**src/rtl/alu_flopr_mux2_if.sv**
```systemverilog
// Bundles the ALU, 2:1 mux and PC register signals of alu_flopr_mux2.
// The master drives operands/selects/next value; the slave returns results.
interface alu_flopr_mux2_if #(
    parameter int WIDTH = 32
);
    logic [31:0]      alu_a;
    logic [31:0]      alu_b;
    logic [2:0]       alu_f;
    logic             alu_cout;
    logic             alu_zero;
    logic [31:0]      alu_y;
    logic [WIDTH-1:0] mux_d0;
    logic [WIDTH-1:0] mux_d1;
    logic             mux_s;
    logic [WIDTH-1:0] mux_y;
    logic [WIDTH-1:0] flop_d;
    logic [WIDTH-1:0] flop_q;

    modport master (
        output alu_a, alu_b, alu_f, mux_d0, mux_d1, mux_s, flop_d,
        input  alu_cout, alu_zero, alu_y, mux_y, flop_q
    );

    modport slave (
        input  alu_a, alu_b, alu_f, mux_d0, mux_d1, mux_s, flop_d,
        output alu_cout, alu_zero, alu_y, mux_y, flop_q
    );
endinterface

```
**src/rtl/alu_flopr_mux2.sv**
```systemverilog
// Single-cycle MIPS datapath primitives: 32-bit ALU, resettable PC register
// and 2:1 word mux, wrapped by a thin top that exposes each one independently.

module alu (
    input  logic [31:0] a,
    input  logic [31:0] b,
    input  logic [2:0]  f,
    output logic        cout,
    output logic        zero,
    output logic [31:0] y
);
    logic [31:0] bb_s;
    logic [32:0] sum_s;
    logic        ovf_s;
    logic        lt_s;
    logic [31:0] y_s;

    // Shared adder feeds ADD/SUB/SLT; f[2] inverts b and supplies the +1 of two's complement.
    always_comb begin
        bb_s  = f[2] ? ~b : b;
        sum_s = {1'b0, a} + {1'b0, bb_s} + {32'd0, f[2]};
        ovf_s = (a[31] == bb_s[31]) & (sum_s[31] != a[31]);
        lt_s  = sum_s[31] ^ ovf_s;
        case (f[1:0])
            2'b00:   y_s = a & bb_s;
            2'b01:   y_s = a | bb_s;
            2'b10:   y_s = sum_s[31:0];
            2'b11:   y_s = {31'd0, lt_s};
            default: y_s = 32'd0;
        endcase
    end

    assign y    = y_s;
    assign zero = (y_s == 32'd0);
    assign cout = sum_s[32];
endmodule

module flopr #(
    parameter int WIDTH = 32
) (
    input  logic             clk,
    input  logic             reset,
    input  logic [WIDTH-1:0] d,
    output logic [WIDTH-1:0] q
);
    // PC register; reset wins over d and only takes effect on a clock edge.
    always_ff @(posedge clk) begin
        if (reset) begin
            q <= {WIDTH{1'b0}};
        end else begin
            q <= d;
        end
    end
endmodule

module mux2 #(
    parameter int WIDTH = 32
) (
    input  logic [WIDTH-1:0] d0,
    input  logic [WIDTH-1:0] d1,
    input  logic             s,
    output logic [WIDTH-1:0] y
);
    assign y = s ? d1 : d0;
endmodule

module alu_flopr_mux2 #(
    parameter int WIDTH = 32
) (
    input  logic             clk,
    input  logic             reset,
    alu_flopr_mux2_if.slave  bus
);
    alu u_alu (
        .a    (bus.alu_a),
        .b    (bus.alu_b),
        .f    (bus.alu_f),
        .cout (bus.alu_cout),
        .zero (bus.alu_zero),
        .y    (bus.alu_y)
    );

    flopr #(.WIDTH(WIDTH)) u_flopr (
        .clk   (clk),
        .reset (reset),
        .d     (bus.flop_d),
        .q     (bus.flop_q)
    );

    mux2 #(.WIDTH(WIDTH)) u_mux2 (
        .d0 (bus.mux_d0),
        .d1 (bus.mux_d1),
        .s  (bus.mux_s),
        .y  (bus.mux_y)
    );
endmodule

```
**src/flat_wrapper.sv**
```systemverilog
// flat-port wrapper written by rule: the top's interface ports become plain ports
module alu_flopr_mux2_flat 
#(
    parameter int WIDTH = 32
)
  (clk, reset, bus_alu_a, bus_alu_b, bus_alu_f, bus_mux_d0, bus_mux_d1, bus_mux_s, bus_flop_d, bus_alu_cout, bus_alu_zero, bus_alu_y, bus_mux_y, bus_flop_q);
  alu_flopr_mux2_if #(.WIDTH(WIDTH)) bus_i ();
  input  logic clk;
  input  logic reset;
  input wire logic [$bits(bus_i.alu_a)-1:0] bus_alu_a;
  input wire logic [$bits(bus_i.alu_b)-1:0] bus_alu_b;
  input wire logic [$bits(bus_i.alu_f)-1:0] bus_alu_f;
  input wire logic [$bits(bus_i.mux_d0)-1:0] bus_mux_d0;
  input wire logic [$bits(bus_i.mux_d1)-1:0] bus_mux_d1;
  input wire logic [$bits(bus_i.mux_s)-1:0] bus_mux_s;
  input wire logic [$bits(bus_i.flop_d)-1:0] bus_flop_d;
  output wire logic [$bits(bus_i.alu_cout)-1:0] bus_alu_cout;
  output wire logic [$bits(bus_i.alu_zero)-1:0] bus_alu_zero;
  output wire logic [$bits(bus_i.alu_y)-1:0] bus_alu_y;
  output wire logic [$bits(bus_i.mux_y)-1:0] bus_mux_y;
  output wire logic [$bits(bus_i.flop_q)-1:0] bus_flop_q;
  assign bus_i.alu_a = bus_alu_a;
  assign bus_i.alu_b = bus_alu_b;
  assign bus_i.alu_f = bus_alu_f;
  assign bus_i.mux_d0 = bus_mux_d0;
  assign bus_i.mux_d1 = bus_mux_d1;
  assign bus_i.mux_s = bus_mux_s;
  assign bus_i.flop_d = bus_flop_d;
  assign bus_alu_cout = bus_i.alu_cout;
  assign bus_alu_zero = bus_i.alu_zero;
  assign bus_alu_y = bus_i.alu_y;
  assign bus_mux_y = bus_i.mux_y;
  assign bus_flop_q = bus_i.flop_q;
  alu_flopr_mux2 #(.WIDTH(WIDTH)) u_core (.clk(clk), .reset(reset), .bus(bus_i));
endmodule
```
**config.mk**
```make
export PLATFORM = sky130hd
export DESIGN_NAME = alu_flopr_mux2_flat
export DESIGN_NICKNAME = d
export VERILOG_FILES = /design/src/rtl/alu_flopr_mux2_if.sv /design/src/rtl/alu_flopr_mux2.sv /design/src/flat_wrapper.sv
export SDC_FILE = /design/constraint.sdc
export NUM_CORES = 1
export LEC_CHECK = 0
export CORE_MARGIN = 5
export CORE_UTILIZATION = 41
export DETAILED_ROUTE_END_ITERATION = 16
export PLACE_DENSITY_LB_ADDON = 0.12
export SYNTH_ARGS = -nofsm -noshare
export SYNTH_HDL_FRONTEND = slang
export SYNTH_HIERARCHICAL = 1
export SYNTH_SLANG_ARGS = --single-unit
```
**constraint.sdc**
```tcl
create_clock -name clk -period 5.75 [get_ports clk]
set_clock_uncertainty 0.15 [all_clocks]
set_input_delay 0.575 -clock clk [delete_from_list [all_inputs] [get_ports clk]]
set_output_delay 0.575 -clock clk [all_outputs]
set_load 0.005 [all_outputs]
```
==> results of run 1 <==
==> worst min-delay path by stage <==
stage                         from              endpoint  slack (ps)
finish              bus_flop_d[16]  u_core/u_flopr/q[16]         700
global route        bus_flop_d[11]  u_core/u_flopr/q[11]         710
floorplan                    reset  u_core/u_flopr/q[29]         500
CTS                 bus_flop_d[16]  u_core/u_flopr/q[16]         690
detailed placement  bus_flop_d[16]  u_core/u_flopr/q[16]         990
global placement    bus_flop_d[31]  u_core/u_flopr/q[31]         980
==> metal layers <==
layer | vias up | wire length, µm | share of wire (%)
li1 | 2687 | - | -
met1 | 2558 | 7640 | 39
met2 | 323 | 9390 | 49
met3 | 34 | 1900 | 9.8
met4 | 2 | 405 | 2.1
met5 | - | 7 | 0.036
==> cells by family after synthesis <==
kind of cell / Yosys count / share of synthesized area (%)
muxes: 42 / 11.8
buffers and inverters: 110 / 10.0
AOI/OAI and AO/OA: 161 / 21.3
adders and majority gates: 65 / 16.8
DFF: 32 / 13.1
and+or+nand+nor: 166 / 17.3
xor gates and xnor gates: 54 / 9.67
==> worst max-delay path: stages <==
cell	delay, ps
clkdlybuf4s50_1	540
xor2_1	240
inv_1	70
ha_1	430
nand4_1	200
nor2_1	210
a221oi_2	80
buf_4	170
a211oi_1	330
mux2i_1	230
o311ai_0	290
nor4_1	390
and4_1	260
nand4_1	130
nor3b_2	180
clkdlybuf4s50_1	520
==> cells in the final DEF (no fill, tap or decap), types with 3 or more instances in the layout <==
master and n:
and3_1 8, o211ai_1 6, buf_4 15, a21o_1 4, nand4_1 11, mux2_4 31, clkbuf_16 5, o21ai_1 11
ha_1 63, clkdlybuf4s50_1 261, or3_1 5, a221oi_1 4, nor2b_1 33, a311oi_1 3, a211oi_1 6, a221o_1 3
nor3_1 7, o22ai_1 9, a211o_1 3, o21ai_0 25, nand3_1 8, o21bai_1 9, nor2_1 49, nand2b_1 5
nand2_1 27, inv_1 76, o21a_1 4, a31oi_1 3, a21oi_1 46, mux2i_1 9, dfxtp_1 32, xnor2_1 12
xor2_1 42
==> timing repair <==
action | 4_1_cts | 5_1_grt
setup buffers | 0 | 0
resized for setup | 0 | 10
setup endpoints to repair | 0 | 1
==> metrics by stage <==
step           instances  area, µm²  util, %
2_1_floorplan        630       4890        -
3_3_place_gp        1018       7620     65.9
3_5_place_dp        1018       7620     65.9
4_1_cts             1026       7800     67.5
5_1_grt             1026       7850     67.8
6_report            1026       7850     67.8
==> power groups by stage <==
| stage | Combinational, mW | Sequential [mW] | Clock, mW |
|---|---|---|---|
| 6_report | 0.818 | 0.237 | 0.317 |
| 5_1_grt | 0.888 | 0.238 | 0.331 |
| 4_1_cts | 0.805 | 0.238 | 0.321 |
| 3_5_place_dp | 0.799 | 0.242 | 0 |
| 3_3_place_gp | 0.789 | 0.241 | 0 |
| 2_1_floorplan | 0.426 | 0.243 | 0 |
==> area by class of cell <==
type                    count  area (µm²)
repair buffers            279        2760
clock inverters             1        30.0
clock buffers               7         153
multi-input cells         488        3800
inverters                  76         285
fillers                   993        3720
flip-flops and latches     32         641
well taps                 143         179
==> summary.txt, run 1 <==
Outcome -> complete, no violations
Synth warn -> 6
Async SR Flop Fraction -> 0%
Final wirelength -> 19.3 mm
Overall power -> 1.37 mW
Grt met2 use -> 46.0%
Met1 Use GR -> 30.8%
Sequential share of the synthesized area -> 13.1%
Initial Util -> 42.3%
Arrival time worst endpoint -> 4840 ps
Biggest registers after layout -> u_core/u_flopr/q x32
Count of different cell masters after synthesis -> 61
Post-CTS Hold Buffers -> 0
Number of DRC markers in iteration 0 -> 437
Vias in the first global route -> 5605
Most Crowded Layer GR -> met2
Detailed-router iteration count before antenna repair -> 5
Worst hold path depth -> 2
Buffer levels on the longest clock path -> 2
Worst vdd rail ir drop -> 0.102 mV
Pre-CTS setup slack -> 161 ps
Max_cap viols -> 0
Gate Count Post-Synth -> 630
Total negative setup slack -> 0 ps
Post-synth top cells -> 76 x inv_1, 64 x ha_1, 49 x nor2_1
Switching share of power -> 35.2%
Slew Limit Headroom -> 28.8%
#FFs+latches synth -> 32
Die X-Extent -> 119 µm
Final min period -> 5570 ps
Mapped Area -> 0.00489 mm²
Max FFs per register -> 32
Die Y -> 119 µm
Final Net Count -> 1113
Top post-synthesis cells by area -> ha_1 16%, dfxtp_1 13%, mux2_4 9.5%, xor2_1 7.5%, inv_1 5.8%
First-pass GRT wire length -> 30.0 mm
Global route overflow -> 0
Flop pwr share -> 17.3%
Synth-to-layout area growth -> 60.4%
Crit-path max FO -> 7
Die area -> 0.0142 mm²
Via count -> 5604
Most common flop cell mapped by yosys -> dfxtp_1
Root Driver -> clkbuf_16
Critical path class -> in2out
Global Route Usage Sum -> 25.8%
Port Buf Inserts -> 263
Worst slew pin tran -> 1060 ps
Leakage power figure -> 3.50 nW
Top-area cell type share of the netlist area -> 16.4%
Syn_nets -> 861
H-tree levels -> 2
Post-detail-place hpwl -> 16.2 mm
Crit end category -> output pin
Post-Syn Area per Cell -> 7.76 µm²
Startpoint types -> input port
Slew Viols, Final -> 0
Final Hold Viols -> 0
Hold WS -> 700 ps
Crit share post-route -> 96.8%
Top cell type by total area after synthesis -> ha_1
Ratio of cells with drive above 1 in the final layout -> 7.93%
Clock sink total -> 32
DR DRC count -> 0
Via density -> 5.46
Ports -> 264
Setup ws final -> 181 ps
Post-DR wirelength/cell -> 18.9 µm
Worst EP required -> 5030 ps
Worst Setup SP -> bus_alu_b[9]
EDFF count, synth -> 0
# diodes -> 0
CORE AREA -> 0.0116 mm²
HP Class -> in2reg
CP endpoint -> bus_alu_zero
Clock share of power -> 23.1%
Comb pwr share -> 59.6%
RD Place Congestion -> 0.958
Fmax -> 0.180 GHz
Switching power -> 0.484 mW
Final antenna-violating net count -> 0
Cell with the most instances after synthesis -> inv_1
Largest net degree at the start of global routing -> 33
Clock Pin Slew Worst Setup and Hold Paths -> 50 ps
Pint -> 0.889 mW
Register bank with the most flops -> u_core/u_flopr/q
Pwr/cell area -> 175 mW/mm²
CTS tree -> done
Cell Rows -> 39
CTS buffer count -> 5
Endpoints failing setup -> 0
Initial antenna violation count -> 1
Grt met3 use -> 6.64%
Power figures use the tool's default switching activity.
==> run 2, diff against run 1 <==
GPL_TIMING_DRIVEN = 0   (was not set)
HOLD_SLACK_MARGIN = 0.12   (was not set)
==> summary.txt, run 2 (synthesized netlist as in run 1, its figures left out) <==
Biggest registers after layout -> u_core/u_flopr/q x32 (unchanged)
Cell Rows -> 39 (unchanged)
Die area -> 0.0142 mm² (unchanged)
Pwr/cell area -> 166 mW/mm² (was 175 mW/mm²)
Worst EP required -> 5030 ps (about the same)
Slew Limit Headroom -> 41.1% (was 28.8%)
Arrival time worst endpoint -> 4910 ps (was 4840 ps)
Placed cells -> 1033 (was 1018)
Max_cap viols -> 0 (unchanged)
Critical path class -> in2out (unchanged)
Most frequent cells in the layout -> 260 x clkdlybuf4s50_1, 76 x inv_1, 64 x ha_1 (was 261 x clkdlybuf4s50_1, 76 x inv_1, 63 x ha_1)
Pint -> 0.833 mW (was 0.889 mW)
Global Route Usage Sum -> 25.9% (was 25.8%)
Worst vdd rail ir drop -> 0.135 mV (was 0.102 mV)
Crit share post-route -> 98.0% (was 96.8%)
Max FFs per register -> 32 (unchanged)
Leakage power figure -> 3.50 nW (about the same)
Root Driver -> clkbuf_16 (unchanged)
RD Place Congestion -> 0.910 (was 0.958)
Overall power -> 1.32 mW (was 1.37 mW)
Detailed-router iteration count before antenna repair -> 5 (unchanged)
Clock share of power -> 19.3% (was 23.1%)
Post-detail-place hpwl -> 16.2 mm (about the same)
Initial Util -> 42.3% (unchanged)
Outcome -> complete, no violations (unchanged)
Flop pwr share -> 18.0% (was 17.3%)
Fin cells -> 1041 (was 1026)
# diodes -> 0 (unchanged)
Startpoint types -> input port (unchanged)
Vias in the first global route -> 5736 (was 5605)
First-pass GRT wire length -> 30.1 mm (was 30.0 mm)
Final Hold Viols -> 0 (unchanged)
Die Y -> 119 µm (unchanged)
Comb pwr share -> 62.7% (was 59.6%)
Switching share of power -> 36.9% (was 35.2%)
Endpoint, Worst Hold -> u_core/u_flopr/q[18] (was u_core/u_flopr/q[16])
Crit end category -> output pin (unchanged)
Ports -> 264 (unchanged)
Synth-to-layout area growth -> 62.0% (was 60.4%)
Die X-Extent -> 119 µm (unchanged)
Pre-CTS setup slack -> -581 ps (was 161 ps)
Worst hold path depth -> 2 (unchanged)
CORE AREA -> 0.0116 mm² (unchanged)
Buffer levels on the longest clock path -> 2 (unchanged)
Switching power -> 0.486 mW (was 0.484 mW)
Clock Pin Slew Worst Setup and Hold Paths -> 50 ps (about the same)
Hold WS -> 708 ps (was 700 ps)
Largest net degree at the start of global routing -> 11 (was 33)
Number of DRC markers in iteration 0 -> 370 (was 437)
CTS buffer count -> 5 (unchanged)
H-tree levels -> 2 (unchanged)
Global route overflow -> 0 (unchanged)
Endpoints failing setup -> 0 (unchanged)
DR DRC count -> 0 (unchanged)
Fmax -> 0.178 GHz (was 0.180 GHz)
Total negative setup slack -> 0 ps (unchanged)
Post-DR wirelength/cell -> 18.6 µm (was 18.9 µm)
Commonest non-fill, non-tap cell in the layout -> clkdlybuf4s50_1 (unchanged)
Via count -> 5645 (was 5604)
Min-Delay Startpoint -> bus_flop_d[18] (was bus_flop_d[16])
Crit-path max FO -> 5 (was 7)
Worst slew pin tran -> 873 ps (was 1060 ps)
Post-Route Utilization -> 68.5% (was 67.8%)
Port Buf Inserts -> 260 (was 263)
Dpl cell area -> 0.00767 mm² (was 0.00762 mm²)
Finished Cell Area -> 0.00793 mm² (was 0.00785 mm²)
Final min period -> 5630 ps (was 5570 ps)
Slew Viols, Final -> 0 (unchanged)
Post-CTS Hold Buffers -> 0 (unchanged)
CTS tree -> done (unchanged)
HP Class -> in2reg (unchanged)
Final wirelength -> 19.4 mm (was 19.3 mm)
Register bank with the most flops -> u_core/u_flopr/q (unchanged)
Final Net Count -> 1128 (was 1113)
Setup ws final -> 117 ps (was 181 ps)
Via density -> 5.42 (was 5.46)
Final antenna-violating net count -> 0 (unchanged)
Clock sink total -> 32 (unchanged)
Ratio of cells with drive above 1 in the final layout -> 7.57% (was 7.93%)
Initial antenna violation count -> 0 (was 1)
## run 2: changes by cell type in the layout (fill, tap and decap cells not counted), sizes merged
cell	before	now
clkdlybuf4s50	261	260
clkbuf	8	27
bufinv	1	0
buf	17	15
## run 2: worst max-delay path by stage
stage / start / end / slack (ps) / depth (start not counted)
after global routing: bus_alu_b[7] / bus_alu_zero / -10 / 16
after global placement: bus_alu_f[2] / bus_alu_zero / -570 / 15
after floorplan: bus_alu_f[2] / bus_alu_zero / 1060 / 16
after detailed placement: bus_alu_f[2] / bus_alu_zero / -580 / 15
after CTS: bus_alu_b[0] / bus_alu_zero / 10 / 14
final: bus_alu_b[0] / bus_alu_zero / 120 / 14
## run 2: critical path, cell delays in order
cell and delay [ps]:
clkdlybuf4s50_1 540, mux2_4 390, fa_1 440, xor2_1 160
mux2i_1 150, o22ai_1 140, or4_1 540, a211o_1 240
or4_1 460, nor4_4 210, and4_1 250, nand4_1 110
nor3b_2 170, clkdlybuf4s50_1 520
## run 2: area by class of cell
| class | instances | area, µm² |
|---|---|---|
| Fill cell | 961 | 3640 |
| Inverter | 76 | 285 |
| Multi-Input combinational cell | 488 | 3850 |
| Clock buffer | 8 | 146 |
| Buffer | 32 | 204 |
| Timing Repair Buffer | 262 | 2620 |
| Tap cell | 143 | 179 |
| Sequential cell | 32 | 641 |
## run 2: routing by layer
metal,up-vias,global-route usage [%],wire length [µm]
li1,2723,-,-
met1,2570,30.8,7770
met2,328,46.3,9480
met3,24,6.49,1870
met4,0,6.81,255
met5,-,0,0
## run 2: repair_timing
item                                    4_1_cts  5_1_grt
buffers inserted                              0        2
gates resized for setup                       7       13
cloned                                        0        0
endpoints found under the setup margin        1        1
pin swaps                                     1        4
endpoints found under the hold margin         0        0
## run 2: power groups by stage
stage	sequential (mW)	combinational, mW	clock, mW
after floorplan	0.243	0.426	0
after global placement	0.241	0.781	0
after detailed placement	0.242	0.792	0
after CTS	0.237	0.803	0.262
after global routing	0.238	0.894	0.273
final	0.237	0.826	0.255
==> run 3, diff against run 2 <==
CORE_MARGIN = 2   (was 5)
CORE_UTILIZATION = 30   (was 41)
==> summary.txt, run 3 (synthesized netlist as in run 1, its figures left out) <==
Initial antenna violation count -> 0 (unchanged)
Register area -> 641 µm² (unchanged)
Worst vdd rail ir drop -> 0.145 mV (was 0.135 mV)
Hold WS -> 704 ps (was 708 ps)
Detailed-router iteration count before antenna repair -> 5 (unchanged)
DR DRC count -> 0 (unchanged)
Min-Delay Startpoint -> bus_flop_d[20] (was bus_flop_d[18])
Global route overflow -> 0 (unchanged)
Leakage power figure -> 3.52 nW (was 3.50 nW)
Worst hold path depth -> 2 (unchanged)
Die X-Extent -> 132 µm (was 119 µm)
Slew Limit Headroom -> 42.9% (was 41.1%)
Via count -> 5442 (was 5645)
Via density -> 4.90 (was 5.42)
Buffer levels on the longest clock path -> 2 (unchanged)
Max FFs per register -> 32 (unchanged)
Crit-path max FO -> 5 (unchanged)
Die area -> 0.0173 mm² (was 0.0142 mm²)
Register bank with the most flops -> u_core/u_flopr/q (unchanged)
Final Hold Viols -> 0 (unchanged)
Pwr/cell area -> 170 mW/mm² (was 166 mW/mm²)
Fillers -> 1595 (was 961)
Worst slew pin tran -> 846 ps (was 873 ps)
Ratio of cells with drive above 1 in the final layout -> 8.60% (was 7.57%)
Die Y -> 132 µm (was 119 µm)
Dpl cell area -> 0.00776 mm² (was 0.00767 mm²)
Global Route Usage Sum -> 21.5% (was 25.9%)
Root Driver -> clkbuf_16 (unchanged)
Placed cells -> 1106 (was 1033)
CTS buffer count -> 5 (unchanged)
Commonest non-fill, non-tap cell in the layout -> clkdlybuf4s50_1 (unchanged)
Final Net Count -> 1125 (was 1128)
Crit end category -> output pin (unchanged)
Port Buf Inserts -> 260 (unchanged)
H-tree levels -> 2 (unchanged)
Endpoints failing setup -> 0 (unchanged)
Total negative setup slack -> 0 ps (unchanged)
# diodes -> 0 (unchanged)
Final wirelength -> 19.1 mm (was 19.4 mm)
Area of the multi-input gates -> 0.00391 mm² (was 0.00385 mm²)
Cell Rows -> 46 (was 39)
Post-CTS Hold Buffers -> 0 (unchanged)
Vias in the first global route -> 5378 (was 5736)
Clock sink total -> 32 (unchanged)
Post-Route Utilization -> 50.9% (was 68.5%)
Worst EP required -> 5030 ps (about the same)
Post-DR wirelength/cell -> 17.2 µm (was 18.6 µm)
Post-detail-place hpwl -> 16.1 mm (was 16.2 mm)
Number of DRC markers in iteration 0 -> 377 (was 370)
Critical path class -> in2out (unchanged)
RSZ-0062 raised after global routing -> no
Biggest registers after layout -> u_core/u_flopr/q x32 (unchanged)
Outcome -> complete, no violations (unchanged)
Most frequent cells in the layout -> 260 x clkdlybuf4s50_1, 76 x inv_1, 62 x ha_1 (was 260 x clkdlybuf4s50_1, 76 x inv_1, 64 x ha_1)
Final antenna-violating net count -> 0 (unchanged)
Crit share post-route -> 97.4% (was 98.0%)
CORE AREA -> 0.0159 mm² (was 0.0116 mm²)
Final min period -> 5600 ps (was 5630 ps)
Startpoint types -> input port (unchanged)
Clock Pin Slew Worst Setup and Hold Paths -> 50 ps (about the same)
Max_cap viols -> 0 (unchanged)
Arrival time worst endpoint -> 4870 ps (was 4910 ps)
Fmax -> 0.179 GHz (was 0.178 GHz)
Largest net degree at the start of global routing -> 11 (unchanged)
Finished Cell Area -> 0.00809 mm² (was 0.00793 mm²)
RD Place Congestion -> 0.912 (was 0.910)
Synth-to-layout area growth -> 65.5% (was 62.0%)
First-pass GRT wire length -> 29.8 mm (was 30.1 mm)
Endpoint, Worst Hold -> u_core/u_flopr/q[20] (was u_core/u_flopr/q[18])
CTS tree -> done (unchanged)
Fin cells -> 1111 (was 1041)
Slew Viols, Final -> 0 (unchanged)
Ports -> 264 (unchanged)
Initial Util -> 30.8% (was 42.3%)
HP Class -> in2reg (unchanged)
run 3: stage by stage:
step           setup WS (ps)  power (mW)
2_1_floorplan           1060       0.669
6_report                 151        1.37
3_3_place_gp            -607        1.03
5_1_grt                 1.49        1.47
3_5_place_dp            -534        1.03
4_1_cts                 14.9        1.36
run 3: final cells by class:
class / count / share of cell area [%]
Multi-Input combinational cell: 488 / 48.3
Timing Repair Buffer: 261 / 32.3
Sequential cell: 32 / 7.92
Inverter: 76 / 3.53
Tap cell: 216 / 3.34
Buffer: 30 / 2.46
Clock buffer: 7 / 1.89
Clock inverter: 1 / 0.371
run 3: layer usage:
metal | wire length (µm) | GRT usage, % | up-vias
li1 | - | - | 2724
met1 | 7830 | 25.6 | 2458
met2 | 9680 | 39.8 | 247
met3 | 1190 | 3.90 | 13
met4 | 376 | 4.71 | 0
met5 | 0 | 0 | -
run 3: where the power goes:
part           leakage [nW]  total (mW)  internal [mW]  switching (mW)
Combinational          3.16       0.825          0.430           0.395
Sequential            0.267       0.237          0.234         0.00266
Clock                0.0901       0.313          0.227          0.0856
run 3: critical path, cell delays in order:
cell and delay, ps:
clkdlybuf4s50_1 510, mux2_4 360, fa_1 440, a211oi_2 280, nor2_1 150, a221oi_4 400
a31o_1 300, nand2_1 90, xor2_1 150, a221o_1 350, a2111oi_4 380, nand4_1 170
nor3b_2 190, clkdlybuf4s50_1 520
run 3: worst max path at each step:
stage / from / end / slack (ps) / cells after the start
final: bus_alu_b[0] / bus_alu_zero / 150 / 14
after global routing: bus_alu_b[0] / bus_alu_zero / 1 / 14
after CTS: bus_alu_b[0] / bus_alu_zero / 10 / 14
after detailed placement: bus_alu_f[2] / bus_alu_zero / -530 / 15
after global placement: bus_alu_f[2] / bus_alu_zero / -610 / 15
after floorplan: bus_alu_f[2] / bus_alu_zero / 1060 / 16
run 3: repair_timing:
action	in CTS	in global routing
setup buffers	1	0
pin swaps	2	7
gates resized for setup	8	21
endpoints found under the setup margin	1	1
